## src/rtl/skid_pipe_pkg.sv

```systemverilog
// Shared definitions for the skid_pipe pipeline: mode constants and the
// occupancy counter width.
package skid_pipe_pkg;

    localparam int RIGID_OFF    = 32'sd0;
    localparam int RIGID_ON     = 32'sd1;
    localparam int REG_HOLD_OFF = 32'sd0;
    localparam int REG_HOLD_ON  = 32'sd1;

    // Wide enough to count every stage plus the optional skid word.
    function automatic int occ_width(input int depth);
        return $clog2(depth + 32'sd2);
    endfunction

endpackage

```

## src/rtl/pipe_stage.sv

```systemverilog
// One valid/data pipeline stage; hold is chained from the downstream stage and
// a stage that is empty (collapsing mode) never propagates backpressure.
module pipe_stage
    import skid_pipe_pkg::*;
#(
    parameter int DW    = 8,
    parameter int RIGID = RIGID_OFF
) (
    input  logic          clk,
    input  logic          resetn,
    input  logic          flush,
    input  logic          up_valid,
    input  logic [DW-1:0] up_data,
    input  logic          dn_hold,
    output logic          hold,
    output logic          valid,
    output logic          valid_nxt,
    output logic [DW-1:0] data
);

    logic          valid_r;
    logic [DW-1:0] data_r;
    logic          rigid_s;

    assign rigid_s = (RIGID != RIGID_OFF);

    // Backpressure seen by the upstream stage.
    always_comb begin
        hold = dn_hold & (valid_r | rigid_s);
    end

    // Next valid flag; reset dominates flush, flush dominates normal flow.
    always_comb begin
        valid_nxt = 1'b0;
        if (!resetn) begin
            valid_nxt = 1'b0;
        end else if (flush) begin
            valid_nxt = 1'b0;
        end else if (!hold) begin
            valid_nxt = up_valid;
        end else begin
            valid_nxt = valid_r;
        end
    end

    // Valid flag register.
    always_ff @(posedge clk) begin
        valid_r <= valid_nxt;
    end

    // Data register, loaded only with a valid incoming word; never reset.
    always_ff @(posedge clk) begin
        if (up_valid && !hold) begin
            data_r <= up_data;
        end
    end

    assign valid = valid_r;
    assign data  = data_r;

endmodule

```

## src/rtl/skid_pipe.sv

```systemverilog
// DEPTH-stage valid/hold pipeline with optional input skid register so that
// di_hold can come straight from a flop, plus a registered occupancy count.
module skid_pipe
    import skid_pipe_pkg::*;
#(
    parameter  int DW       = 8,
    parameter  int DEPTH    = 2,
    parameter  int RIGID    = RIGID_OFF,
    parameter  int REG_HOLD = REG_HOLD_OFF,
    localparam int OCC_W    = occ_width(DEPTH)
) (
    input  logic             clk,
    input  logic             resetn,
    input  logic             flush,
    input  logic             di_valid,
    input  logic [DW-1:0]    di,
    output logic             di_hold,
    output logic             q_valid,
    output logic [DW-1:0]    q,
    input  logic             q_hold,
    output logic [OCC_W-1:0] occupancy
);

    logic             skid_valid_r;
    logic             skid_valid_nxt_s;
    logic [DW-1:0]    skid_r;
    logic             hold0_s;
    logic             in_valid_s;
    logic [DW-1:0]    in_data_s;
    logic [DEPTH-1:0] valid_nxt_vec_s;
    logic [OCC_W-1:0] occ_nxt_s;
    logic [OCC_W-1:0] occ_r;

    // Stage 0 drains the skid word before taking new input.
    always_comb begin
        in_valid_s = di_valid;
        in_data_s  = di;
        if (skid_valid_r) begin
            in_valid_s = 1'b1;
            in_data_s  = skid_r;
        end else begin
            in_valid_s = di_valid;
            in_data_s  = di;
        end
    end

    // Skid fills on a word accepted while stage 0 is held and empties as soon as stage 0 moves.
    always_comb begin
        skid_valid_nxt_s = 1'b0;
        if (!resetn) begin
            skid_valid_nxt_s = 1'b0;
        end else if (flush) begin
            skid_valid_nxt_s = 1'b0;
        end else if (skid_valid_r) begin
            skid_valid_nxt_s = hold0_s;
        end else if (REG_HOLD != REG_HOLD_OFF) begin
            skid_valid_nxt_s = di_valid & hold0_s;
        end else begin
            skid_valid_nxt_s = 1'b0;
        end
    end

    // Skid valid flag register.
    always_ff @(posedge clk) begin
        skid_valid_r <= skid_valid_nxt_s;
    end

    // Skid data capture; never reset.
    always_ff @(posedge clk) begin
        if (!skid_valid_r && di_valid && hold0_s) begin
            skid_r <= di;
        end
    end

    // Upstream backpressure source depends on the skid mode.
    always_comb begin
        if (REG_HOLD != REG_HOLD_OFF) begin
            di_hold = skid_valid_r;
        end else begin
            di_hold = hold0_s;
        end
    end

    for (genvar k = 0; k < DEPTH; k++) begin : stage_g
        logic          up_valid_s;
        logic [DW-1:0] up_data_s;
        logic          dn_hold_s;
        logic          hold_s;
        logic          valid_s;
        logic          valid_nxt_s;
        logic [DW-1:0] data_s;

        if (k == 0) begin : head_g
            assign up_valid_s = in_valid_s;
            assign up_data_s  = in_data_s;
        end else begin : link_g
            assign up_valid_s = stage_g[k-1].valid_s;
            assign up_data_s  = stage_g[k-1].data_s;
        end

        if (k == DEPTH - 1) begin : tail_g
            assign dn_hold_s = q_hold;
        end else begin : chain_g
            assign dn_hold_s = stage_g[k+1].hold_s;
        end

        pipe_stage #(
            .DW    (DW),
            .RIGID (RIGID)
        ) u_stage (
            .clk       (clk),
            .resetn    (resetn),
            .flush     (flush),
            .up_valid  (up_valid_s),
            .up_data   (up_data_s),
            .dn_hold   (dn_hold_s),
            .hold      (hold_s),
            .valid     (valid_s),
            .valid_nxt (valid_nxt_s),
            .data      (data_s)
        );

        assign valid_nxt_vec_s[k] = valid_nxt_s;
    end

    assign hold0_s = stage_g[0].hold_s;
    assign q_valid = stage_g[DEPTH-1].valid_s;
    assign q       = stage_g[DEPTH-1].data_s;

    // Popcount of next-cycle valid flags so the registered count tracks the flags exactly.
    always_comb begin
        occ_nxt_s = {OCC_W{1'b0}};
        for (int k = 0; k < DEPTH; k++) begin
            occ_nxt_s = occ_nxt_s + OCC_W'(valid_nxt_vec_s[k]);
        end
        occ_nxt_s = occ_nxt_s + OCC_W'(skid_valid_nxt_s);
    end

    // Occupancy register.
    always_ff @(posedge clk) begin
        occ_r <= occ_nxt_s;
    end

    assign occupancy = occ_r;

endmodule

```

## config.mk

```make
export PLATFORM = sky130hd
export DESIGN_NAME = skid_pipe
export DESIGN_NICKNAME = d
export VERILOG_FILES = /design/src/rtl/skid_pipe_pkg.sv /design/src/rtl/pipe_stage.sv /design/src/rtl/skid_pipe.sv
export SDC_FILE = /design/constraint.sdc
export NUM_CORES = 1
export LEC_CHECK = 0
export ABC_AREA = 1
export BUFFER_PORTS_ARGS = -buffer_cell sky130_fd_sc_hd__buf_2
export CORE_UTILIZATION = 45
export CTS_BUF_LIST = sky130_fd_sc_hd__clkbuf_16
export CTS_CLUSTER_SIZE = 25
export DETAILED_ROUTE_END_ITERATION = 8
export PLACE_DENSITY = 0.68
export SETUP_SLACK_MARGIN = 0.05
export SLEW_MARGIN = 40
export SYNTH_ARGS = -nofsm -noshare
export SYNTH_HDL_FRONTEND = slang
export SYNTH_HIERARCHICAL = 1
export SYNTH_SLANG_ARGS = --single-unit
```

## constraint.sdc

```tcl
create_clock -name clk -period 2.9 [get_ports clk]
set_input_delay 0.435 -clock clk [delete_from_list [all_inputs] [get_ports clk]]
set_output_delay 0.435 -clock clk [all_outputs]
set_load 0.02 [all_outputs]
```

==> results of run 1 <==
==> state kept, by name, summed over array words and instances, names as in the netlist <==
register	count
stage_g.u_stage/data	16
skid_r	8
occupancy	2
stage_g.u_stage/valid	2
skid_valid_r	1
==> per-stage QoR <==
step | area (µm²) | power (W) | hold slack (ps) | util
after floorplan | 1050 | 0.000493 | 400 | -
after global placement | 1200 | 0.000509 | 404 | 0.541
after detailed placement | 1200 | 0.000509 | 405 | 0.541
after CTS | 1340 | 0.000988 | 348 | 0.605
after global routing | 1340 | 0.00101 | 350 | 0.605
final | 1340 | 0.000973 | 356 | 0.605
==> area by class of cell <==
type | count | share of cell area
tap | 28 | 0.0262
inverter | 8 | 0.0224
multi-input combinational | 39 | 0.142
clock inverter | 3 | 0.0131
timing repair buffer | 24 | 0.0897
sequential | 29 | 0.613
clock buffer | 5 | 0.0935
==> worst paths after layout <==
kind	startpoint	to
min	di[6]	skid_r[6]
max	stage_g[1].u_stage/valid	skid_r[1]
min reg2reg	stage_g[0].u_stage/data[2]	stage_g[1].u_stage/data[2]
max reg2reg	stage_g[1].u_stage/valid	skid_r[1]
==> cell families (layout without fill, tap and decap cells) <==
family,count (synthesis),count (layout),share of synthesized area
compound gates,2,2,0.0166
fa+ha+maj,1,1,0.0190
simple gates,36,36,0.145
flops,29,29,0.780
buf+inv,9,40,0.0392
==> power groups by stage <==
stage | Combinational, W | Clock [W] | Sequential [W]
global placement | 0.0000340 | 0 | 0.000475
CTS | 0.0000346 | 0.000486 | 0.000467
global route | 0.0000384 | 0.000504 | 0.000467
floorplan | 0.0000128 | 0 | 0.000480
finish | 0.0000342 | 0.000472 | 0.000467
detailed placement | 0.0000344 | 0 | 0.000475
==> routing by layer <==
metal / GRT usage / vias up
li1: - / 309
met1: 0.133 / 242
met2: 0.176 / 17
met3: 0.0545 / 5
met4: 0.139 / 0
met5: 0 / -
==> cells in the final DEF, fill, tap and decap left out <==
cell	instances
a21oi_2	2
buf_2	24
clkbuf_16	5
clkinv_2	2
clkinvlp_4	1
dfxtp_1	5
edfxtp_1	24
fa_1	1
inv_1	6
inv_2	2
nand2_1	28
nand2_2	3
nor2_1	1
nor2_2	3
or2_1	1
==> worst register-to-register path, delay by kind of cell (launching register included) <==
kind | cells | cell delay, ps
and+or+nand+nor | 4 | 660
DFF | 1 | 330
buffers and inverters | 2 | 160
==> summary.txt, run 1 <==
Placement
  • DP Wirelength: 910 µm
  • Port buffer count: 24
  • Dpl ws: 1170 ps
  • RD Place Congestion: 0.723
  • Placed cell count: 128

CTS
  • TritonCTS clock tree: done
  • Clock Tree Buf Depth: 2
  • CTS H-tree lvls: 2
  • Post-CTS Resized: 0
  • CTS buffer count: 5
  • Clock root cell: clkbuf_16
  • TritonCTS Sinks: 29
  • Worst-Skew Late Latency: 270 ps
  • Post-CTS Hold Buffers: 0
  • Post-CTS Setup Bufs: 0
  • Clock transition at path regs: 50 ps

Synthesis
  • Post-synth top area share: 0.685
  • Mapped cell area: 1050 µm²
  • Primary FF master, synth: edfxtp_1
  • Syn_nets: 91
  • Post-synth ARST share: 0
  • Syn Area/Cell: 13.7 µm²
  • Post-synth EDFFs: 24
  • Unique masters post-synth: 12
  • Ys Warns: 6
  • Cell count after synthesis: 77
  • Top post-synthesis cells by count: nand2_1 (28), edfxtp_1 (24), inv_1 (6)
  • Count leader, synth: nand2_1
  • Synth Register Bits: 29
  • Sequential element share of the synthesized area: 0.780
  • Largest cells by area after synthesis: edfxtp_1 (68%), nand2_1 (10%), dfxtp_1 (9.5%)
  • Yosys top cell by area: edfxtp_1

Cells and area
  • Footprint of the multi-input gates: 190 µm²
  • Reg area: 821 µm²
  • Filler cell count: 185
  • # diodes: 0
  • Share of cells above drive strength 1: 0.389
  • Final #Nets: 121
  • Area growth syn-to-layout: 27.2%
  • Post-Layout Cell Count: 136

GRT
  • Global route total overflow: 0
  • Vias in the first global route: 516
  • Total Routing Usage GR: 0.126
  • Largest net degree at the start of global routing: 13
  • Initial antenna violation count: 0
  • First-pass GRT wire length: 2.10 mm

Route
  • Drc violations: 0
  • DR iter-0 viols: 5
  • Routed Antenna Nets: 0
  • Drt wl/cell: 9.17 µm
  • Vias: 573
  • Routed wl met2: 593 µm
  • Top Metal Used: met4
  • Drt pass-1 iters: 4
  • Post-DR vias/cell: 4.21
  • Wire length on met1: 519 µm
  • WL final: 1.25 mm
  • Met3 WL post-DR: 83 µm

Pwr
  • Clock group share of total power: 0.485
  • Leakage Power: 0.576 nW
  • Flop pwr share: 0.480
  • Comb pwr share: 0.035
  • Reported net switching power: 0.000183 W
  • Switching Fraction: 0.188
  • Peak supply drop: 0.473 mV
  • PwrDens: 727 nW/µm²
  • P_int: 0.000790 W

Critical path
  • Critical path endpoint category: register
  • Slowest cell on crit path: nor2_1
  • CP max FO: 8
  • Top delay family on crit path: simple AND/OR/NAND/NOR gates
  • Critical path arrival: 1410 ps
  • Worst EP required: 2800 ps
  • Cell depth of the worst setup path: 6
  • WS Path Type: register to register
  • Crit-path cells: nand2_2 -> inv_2 -> nand2_2 -> inv_2 -> nand2_1 -> nor2_1
  • Buf/Inv on CP: 2
  • Worst r2r path cells: 6
  • Flop2flop setup slack: 1390 ps
  • CP Launch Type: register
  • Crit path largest cell delay: 470 ps

Die
  • I/O pin count: 25
  • Die height: 50.4 µm
  • Die Width: 50.4 µm
  • Core Area: 2210 µm²
  • Effective utilization at floorplan: 0.476
  • Rows: 17
  • Die area: 2540 µm²

Timing
  • Max Fclk: 663 MHz
  • Worst slew pin tran: 607 ps
  • Pins Over Slew Limit: 0
  • Relative slew slack: 0.594
  • Final clock skew: 2.92 ps
  • Tmin final: 1510 ps
  • Final period utilization: 0.520
  • Final hold violation count: 0
  • Setup violations, final: 0
  • Setup_tns: 0 ps
  • RSZ-0062 raised after global routing: no
  • Setup WS post-layout: 1390 ps

Hold path
  • Path type of the worst min-delay path: input port to register
  • Worst Hold Depth: 1

Status
  • Status: complete, no violations

Run
  • Maxcap violations: 0
Power figures use the tool's default switching activity.
==> run 2: changes to the inputs <==
==> constraint.sdc (replaced) <==
create_clock -name clk -period 1.4 [get_ports clk]
set_input_delay 0.21 -clock clk [delete_from_list [all_inputs] [get_ports clk]]
set_output_delay 0.21 -clock clk [all_outputs]
set_load 0.02 [all_outputs]
==> run 2 against run 1 <==
- wire length grew 16%
- critical endpoint is now occupancy[0]
- largest power group is now registers
- combinational power grew 110%
- sequential power grew 110%
- highest routed layer unchanged
==> summary.txt, run 2 (synthesis gave the netlist of run 1 again) <==
Pwr
  • Leakage Power: 0.629 nW (+9.3%)
  • Peak supply drop: 1.10 mV (+130%)
  • PwrDens: 1440 nW/µm² (+99%)

GRT
  • Global route total overflow: 0 (unchanged)
  • Total Routing Usage GR: 0.146 (+0.0207)
  • Vias in the first global route: 597 (+16%)
  • Initial antenna violation count: 0 (unchanged)
  • Largest net degree at the start of global routing: 12 (-1)
  • First-pass GRT wire length: 2.42 mm (+15%)

Timing
  • RSZ-0062 raised after global routing: no
  • Final clock skew: 3.25 ps (+0.327 ps)
  • Relative slew slack: 0.758 (+0.164)
  • Worst slew pin tran: 362 ps (-245 ps)
  • Final hold violation count: 0 (unchanged)
  • Final period utilization: 0.926 (+0.406)
  • Tmin final: 1300 ps (-212 ps)
  • Setup_tns: 0 ps (unchanged)
  • Pins Over Slew Limit: 0 (unchanged)
  • Max Fclk: 771 MHz (+16%)
  • Setup violations, final: 0 (unchanged)

Placement
  • Port buffer count: 24 (unchanged)
  • DP Wirelength: 1.06 mm (+17%)
  • RD Place Congestion: 0.747 (+3.3%)
  • Placed cell count: 129 (+0.78%)

Die
  • Core Area: 2210 µm² (unchanged)
  • Effective utilization at floorplan: 0.476 (unchanged)
  • Die Width: 50.4 µm (unchanged)
  • Rows: 17 (unchanged)
  • Die area: 2540 µm² (unchanged)
  • I/O pin count: 25 (unchanged)
  • Die height: 50.4 µm (unchanged)

Route
  • Vias: 615 (+7.3%)
  • Drt wl/cell: 10.5 µm (+15%)
  • WL final: 1.45 mm (+16%)
  • Routed Antenna Nets: 0 (unchanged)
  • Drc violations: 0 (unchanged)
  • Drt pass-1 iters: 4 (unchanged)
  • DR iter-0 viols: 19 (+14)
  • Post-DR vias/cell: 4.46 (+5.8%)

Cells and area
  • Share of cells above drive strength 1: 0.409 (+0.0202)
  • # diodes: 0 (unchanged)
  • Final #Nets: 123 (+1.7%)
  • Commonest non-fill, non-tap cell in the layout: nand2_1
  • Area growth syn-to-layout: 31.7%
  • Max reg flops: 16 (unchanged)
  • Post-Layout Cell Count: 138 (+1.5%)
  • Most frequent cells in the layout: nand2_1 (28), buf_2 (24), edfxtp_1 (24)

Critical path
  • CP max FO: 4 (-4)
  • Crit path largest cell delay: 410 ps (-60 ps)
  • WS Path Type: register to register
  • Slowest cell on crit path: fa_1
  • Crit-path cells: nand2_4 -> inv_4 -> nand2_4 -> inv_4 -> nand2_4 -> nor2_4 -> fa_1
  • CP dominant cell by count: nand2_4
  • Critical path arrival: 1440 ps (+30 ps)
  • Worst EP required: 1540 ps (-1260 ps)
  • Critical path endpoint category: register
  • CP Launch Type: register

CTS
  • Post-CTS Hold Buffers: 0 (unchanged)
  • Clock transition at path regs: 50 ps (about the same)
  • TritonCTS clock tree: done
  • CTS buffer count: 5 (unchanged)
  • Clock root cell: clkbuf_16
  • TritonCTS Sinks: 29 (unchanged)
  • Clock Tree Buf Depth: 2 (unchanged)
  • CTS H-tree lvls: 2 (unchanged)
  • Worst-Skew Late Latency: 270 ps (about the same)

Status
  • Status: complete, no violations

Hold path
  • Path type of the worst min-delay path: input port to register

Run
  • Maxcap violations: 0 (unchanged)
## run 2: timing repair
item | CTS | global route
gates resized for setup | 1 | 4
gates cloned | 0 | 0
buffers inserted | 0 | 1
endpoints found under the hold margin | 0 | 0
pin swaps | 0 | 3
endpoints found under the setup margin | 8 | 1
## run 2: per-layer routing
| layer | routed length [µm] | GRT usage | vias up |
|---|---|---|---|
| li1 | - | - | 315 |
| met5 | 0 | 0 | - |
| met4 | 53 | 0.153 | 0 |
| met2 | 731 | 0.216 | 18 |
| met3 | 88 | 0.0636 | 5 |
| met1 | 579 | 0.148 | 277 |
## run 2: worst paths after layout
check                                  start                         end  slack [ps]  cells after the start
setup / recovery    stage_g[1].u_stage/valid                occupancy[0]         100                      7
hold reg to reg   stage_g[0].u_stage/data[7]  stage_g[1].u_stage/data[7]         410                      0
hold / removal                         di[5]                   skid_r[5]         130                      1
setup reg to reg    stage_g[1].u_stage/valid                occupancy[0]         100                      7
## run 2: area by class of cell
class / count / area (µm²)
repair buffers: 26 / 135
clock inverters: 3 / 13.8
well taps: 28 / 35.0
clock buffers: 5 / 125
flip-flops and latches: 29 / 825
multi-input cells: 39 / 218
fillers: 175 / 826
inverters: 8 / 35.0
## run 2: where the power goes
group	total (W)	internal (W)	switching [W]	leakage, nW
Combinational	0.0000733	0.0000278	0.0000455	0.289
Sequential	0.000967	0.000962	0.00000584	0.265
Clock	0.000962	0.000640	0.000322	0.0748
## run 2: critical path: cells and delay by family (launching register included)
family,cells,cell delay (ps)
AND/OR/NAND/NOR,4,280
buffers and inverters,2,140
flip-flops,1,350
adder cells (fa/ha/maj),1,410
## run 2: metrics by stage
step	hold WS (ps)	utilization	worst slack [ps]	cell area, µm²	power (W)
after floorplan	309	-	67.8	1070	0.00102
after global placement	402	0.550	82.6	1220	0.00105
after detailed placement	405	0.550	44.4	1220	0.00106
after CTS	122	0.615	88.0	1360	0.00203
after global routing	124	0.627	50.4	1390	0.00208
final	131	0.627	103	1390	0.00200
==> run 3: changes to the inputs <==
--- a/config.mk
+++ b/config.mk
@@ -11,7 +11,7 @@
 export CTS_BUF_LIST = sky130_fd_sc_hd__clkbuf_16
 export CTS_CLUSTER_SIZE = 25
 export DETAILED_ROUTE_END_ITERATION = 8
-export PLACE_DENSITY = 0.68
+export PLACE_DENSITY = 0.69
 export SETUP_SLACK_MARGIN = 0.05
 export SLEW_MARGIN = 40
 export SYNTH_ARGS = -nofsm -noshare
==> run 3 against run 2 <==
- combinational power grew 1%
- clock skew down 1.3 ps
- total power up 0.22%
- highest routed layer unchanged
- critical path depth did not move
==> summary.txt, run 3 (synthesis gave the netlist of run 1 again) <==
Critical path
  • CP max FO: 4 (unchanged)
  • Top delay family on crit path: adder cells
  • Slowest cell on crit path: fa_1
  • CP dominant cell by count: nand2_4
  • CP Launch Type: register
  • Cell depth of the worst setup path: 7 (unchanged)
  • Worst r2r path cells: 7 (unchanged)
  • Worst EP required: 1540 ps (about the same)
  • R2R Path Start: stage_g[1].u_stage/valid
  • Flop2flop setup slack: 100 ps (about the same)
  • WS Path Type: register to register
  • Crit path largest cell delay: 410 ps (about the same)
  • Crit-path cells: nand2_4 -> inv_4 -> nand2_4 -> inv_4 -> nand2_4 -> nor2_4 -> fa_1
  • Worst r2r dst: occupancy[0]
  • Critical path arrival: 1440 ps (about the same)
  • Critical path endpoint category: register
  • Buf/Inv on CP: 2 (unchanged)

Pwr
  • PwrDens: 1460 nW/µm² (+0.77%)
  • Comb pwr share: 0.037 (about the same)
  • Reported net switching power: 0.000378 W (+1.1%)
  • Peak supply drop: 1.05 mV (-4.9%)
  • Clock group share of total power: 0.481 (about the same)
  • Leakage Power: 0.624 nW (-0.87%)
  • Switching Fraction: 0.188 (+0.00169)
  • Flop pwr share: 0.482 (about the same)
  • P_int: 0.00163 W (about the same)

Cells and area
  • # diodes: 0 (unchanged)
  • Filler cell count: 179 (+2.3%)
  • Most frequent cells in the layout: nand2_1 (28), buf_2 (24), edfxtp_1 (24)
  • Final #Nets: 122 (-0.81%)
  • Commonest non-fill, non-tap cell in the layout: nand2_1
  • Share of cells above drive strength 1: 0.404 (-0.00542)
  • Max reg flops: 16 (unchanged)
  • Area growth syn-to-layout: 31.0%

Die
  • I/O pin count: 25 (unchanged)
  • Rows: 17 (unchanged)
  • Core Area: 2210 µm² (unchanged)
  • Die area: 2540 µm² (unchanged)
  • Die height: 50.4 µm (unchanged)
  • Effective utilization at floorplan: 0.476 (unchanged)
  • Die Width: 50.4 µm (unchanged)

CTS
  • TritonCTS clock tree: done
  • Post-CTS Setup Bufs: 0 (unchanged)
  • Clock Tree Buf Depth: 2 (unchanged)
  • Worst-Skew Late Latency: 270 ps (about the same)
  • CTS H-tree lvls: 2 (unchanged)
  • Post-CTS Hold Buffers: 0 (unchanged)
  • Clock transition at path regs: 50 ps (about the same)
  • CTS buffer count: 5 (unchanged)
  • TritonCTS Sinks: 29 (unchanged)
  • Clock root cell: clkbuf_16

Route
  • DR iter-0 viols: 13 (-6)
  • Vias: 599 (-2.6%)
  • Top Metal Used: met4
  • Wire length on met1: 598 µm (+3.3%)
  • Drt pass-1 iters: 4 (unchanged)
  • WL final: 1.44 mm (-0.69%)
  • Drt wl/cell: 10.5 µm (about the same)
  • Drc violations: 0 (unchanged)
  • Met3 WL post-DR: 82 µm (-6.8%)
  • Routed Antenna Nets: 0 (unchanged)
  • Post-DR vias/cell: 4.37 (-1.9%)
  • Routed wl met2: 708 µm (-3.1%)

GRT
  • Global route total overflow: 0 (unchanged)
  • Total Routing Usage GR: 0.141 (-0.00515)
  • First-pass GRT wire length: 2.35 mm (-3.1%)
  • Initial antenna violation count: 0 (unchanged)
  • Vias in the first global route: 581 (-2.7%)
  • Largest net degree at the start of global routing: 12 (unchanged)

Timing
  • Hold WS: 134 ps (+3.15 ps)
  • Pins Over Slew Limit: 0 (unchanged)
  • Worst slew pin tran: 369 ps (+6.44 ps)
  • Relative slew slack: 0.754 (-0.00430)
  • Final period utilization: 0.929 (+0.00285)
  • Max Fclk: 769 MHz (-0.31%)
  • Final hold violation count: 0 (unchanged)
  • Final clock skew: 1.91 ps (-1.33 ps)
  • Setup_tns: 0 ps (unchanged)
  • RSZ-0062 raised after global routing: no
  • Tmin final: 1300 ps (+3.98 ps)
  • Setup violations, final: 0 (unchanged)

Placement
  • DP Wirelength: 976 µm (-8.3%)
  • Port buffer count: 24 (unchanged)
  • RD Place Congestion: 0.760 (+1.7%)

Run
  • Maxcap violations: 0 (unchanged)

Hold path
  • WHS Endpoint: skid_r[0]
  • Hold path start: di[0]
  • Path type of the worst min-delay path: input port to register
  • Worst Hold Depth: 1 (unchanged)

Status
  • Status: complete, no violations
-- run 3: cell count changes in the layout (fill, tap and decap cells not counted) --
cell | previous run | this run
buf_4 | 2 | 1
-- run 3: area by class of cell --
| class | count | area, µm² | share of cell area |
|---|---|---|---|
| Multi-Input combinational cell | 39 | 218 | 0.158 |
| Clock buffer | 5 | 125 | 0.0907 |
| Sequential cell | 29 | 825 | 0.598 |
| Timing Repair Buffer | 25 | 128 | 0.0926 |
| Inverter | 8 | 35.0 | 0.0254 |
| Clock inverter | 3 | 13.8 | 0.00998 |
| Tap cell | 28 | 35.0 | 0.0254 |
-- run 3: worst reg2reg max path, delay by kind of cell (launching register included) --
kind / cells / cell delay [ps]
simple gates: 4 / 280
buf+inv: 2 / 140
fa+ha+maj: 1 / 410
flops: 1 / 350
-- run 3: through the flow --
step	total power, W	instances	cell area, µm²	util	setup slack [ps]
final	0.00201	137	1380	0.623	99.4
after global placement	0.00105	129	1220	0.550	84.2
after CTS	0.00204	137	1360	0.615	89.2
after detailed placement	0.00106	129	1220	0.550	62.0
after floorplan	0.00102	77	1070	-	67.8
after global routing	0.00208	137	1380	0.623	48.8
-- run 3: worst max path at each step --
stage                                   startpoint      endpoint  slack [ps]
after global placement    stage_g[1].u_stage/valid     skid_r[1]          80
after CTS                 stage_g[1].u_stage/valid  occupancy[0]          90
after floorplan           stage_g[1].u_stage/valid  occupancy[0]          70
final                     stage_g[1].u_stage/valid  occupancy[0]         100
after global routing      stage_g[1].u_stage/valid  occupancy[0]          50
after detailed placement  stage_g[1].u_stage/valid     skid_r[6]          60
-- run 3: what timing repair did --
| action | 4_1_cts | 5_1_grt |
|---|---|---|
| hold endpoints to repair | 0 | 0 |
| endpoints found under the setup margin | 8 | 1 |
| resized for setup | 1 | 4 |
| pin swaps | 0 | 2 |
-- run 3: metal layers --
metal  vias up  track usage
li1        311            -
met1       264        0.154
met2        19        0.198
met3         5       0.0545
met4         0        0.153
met5         -            0
-- run 3: power by group through the flow --
| stage | logic (W) | clock network, W | registers (W) |
|---|---|---|---|
| global placement | 0.0000711 | 0 | 0.000982 |
| floorplan | 0.0000271 | 0 | 0.000994 |
| global route | 0.0000837 | 0.00103 | 0.000968 |
| CTS | 0.0000742 | 0.000997 | 0.000966 |
| detailed placement | 0.0000733 | 0 | 0.000982 |
| finish | 0.0000741 | 0.000966 | 0.000967 |
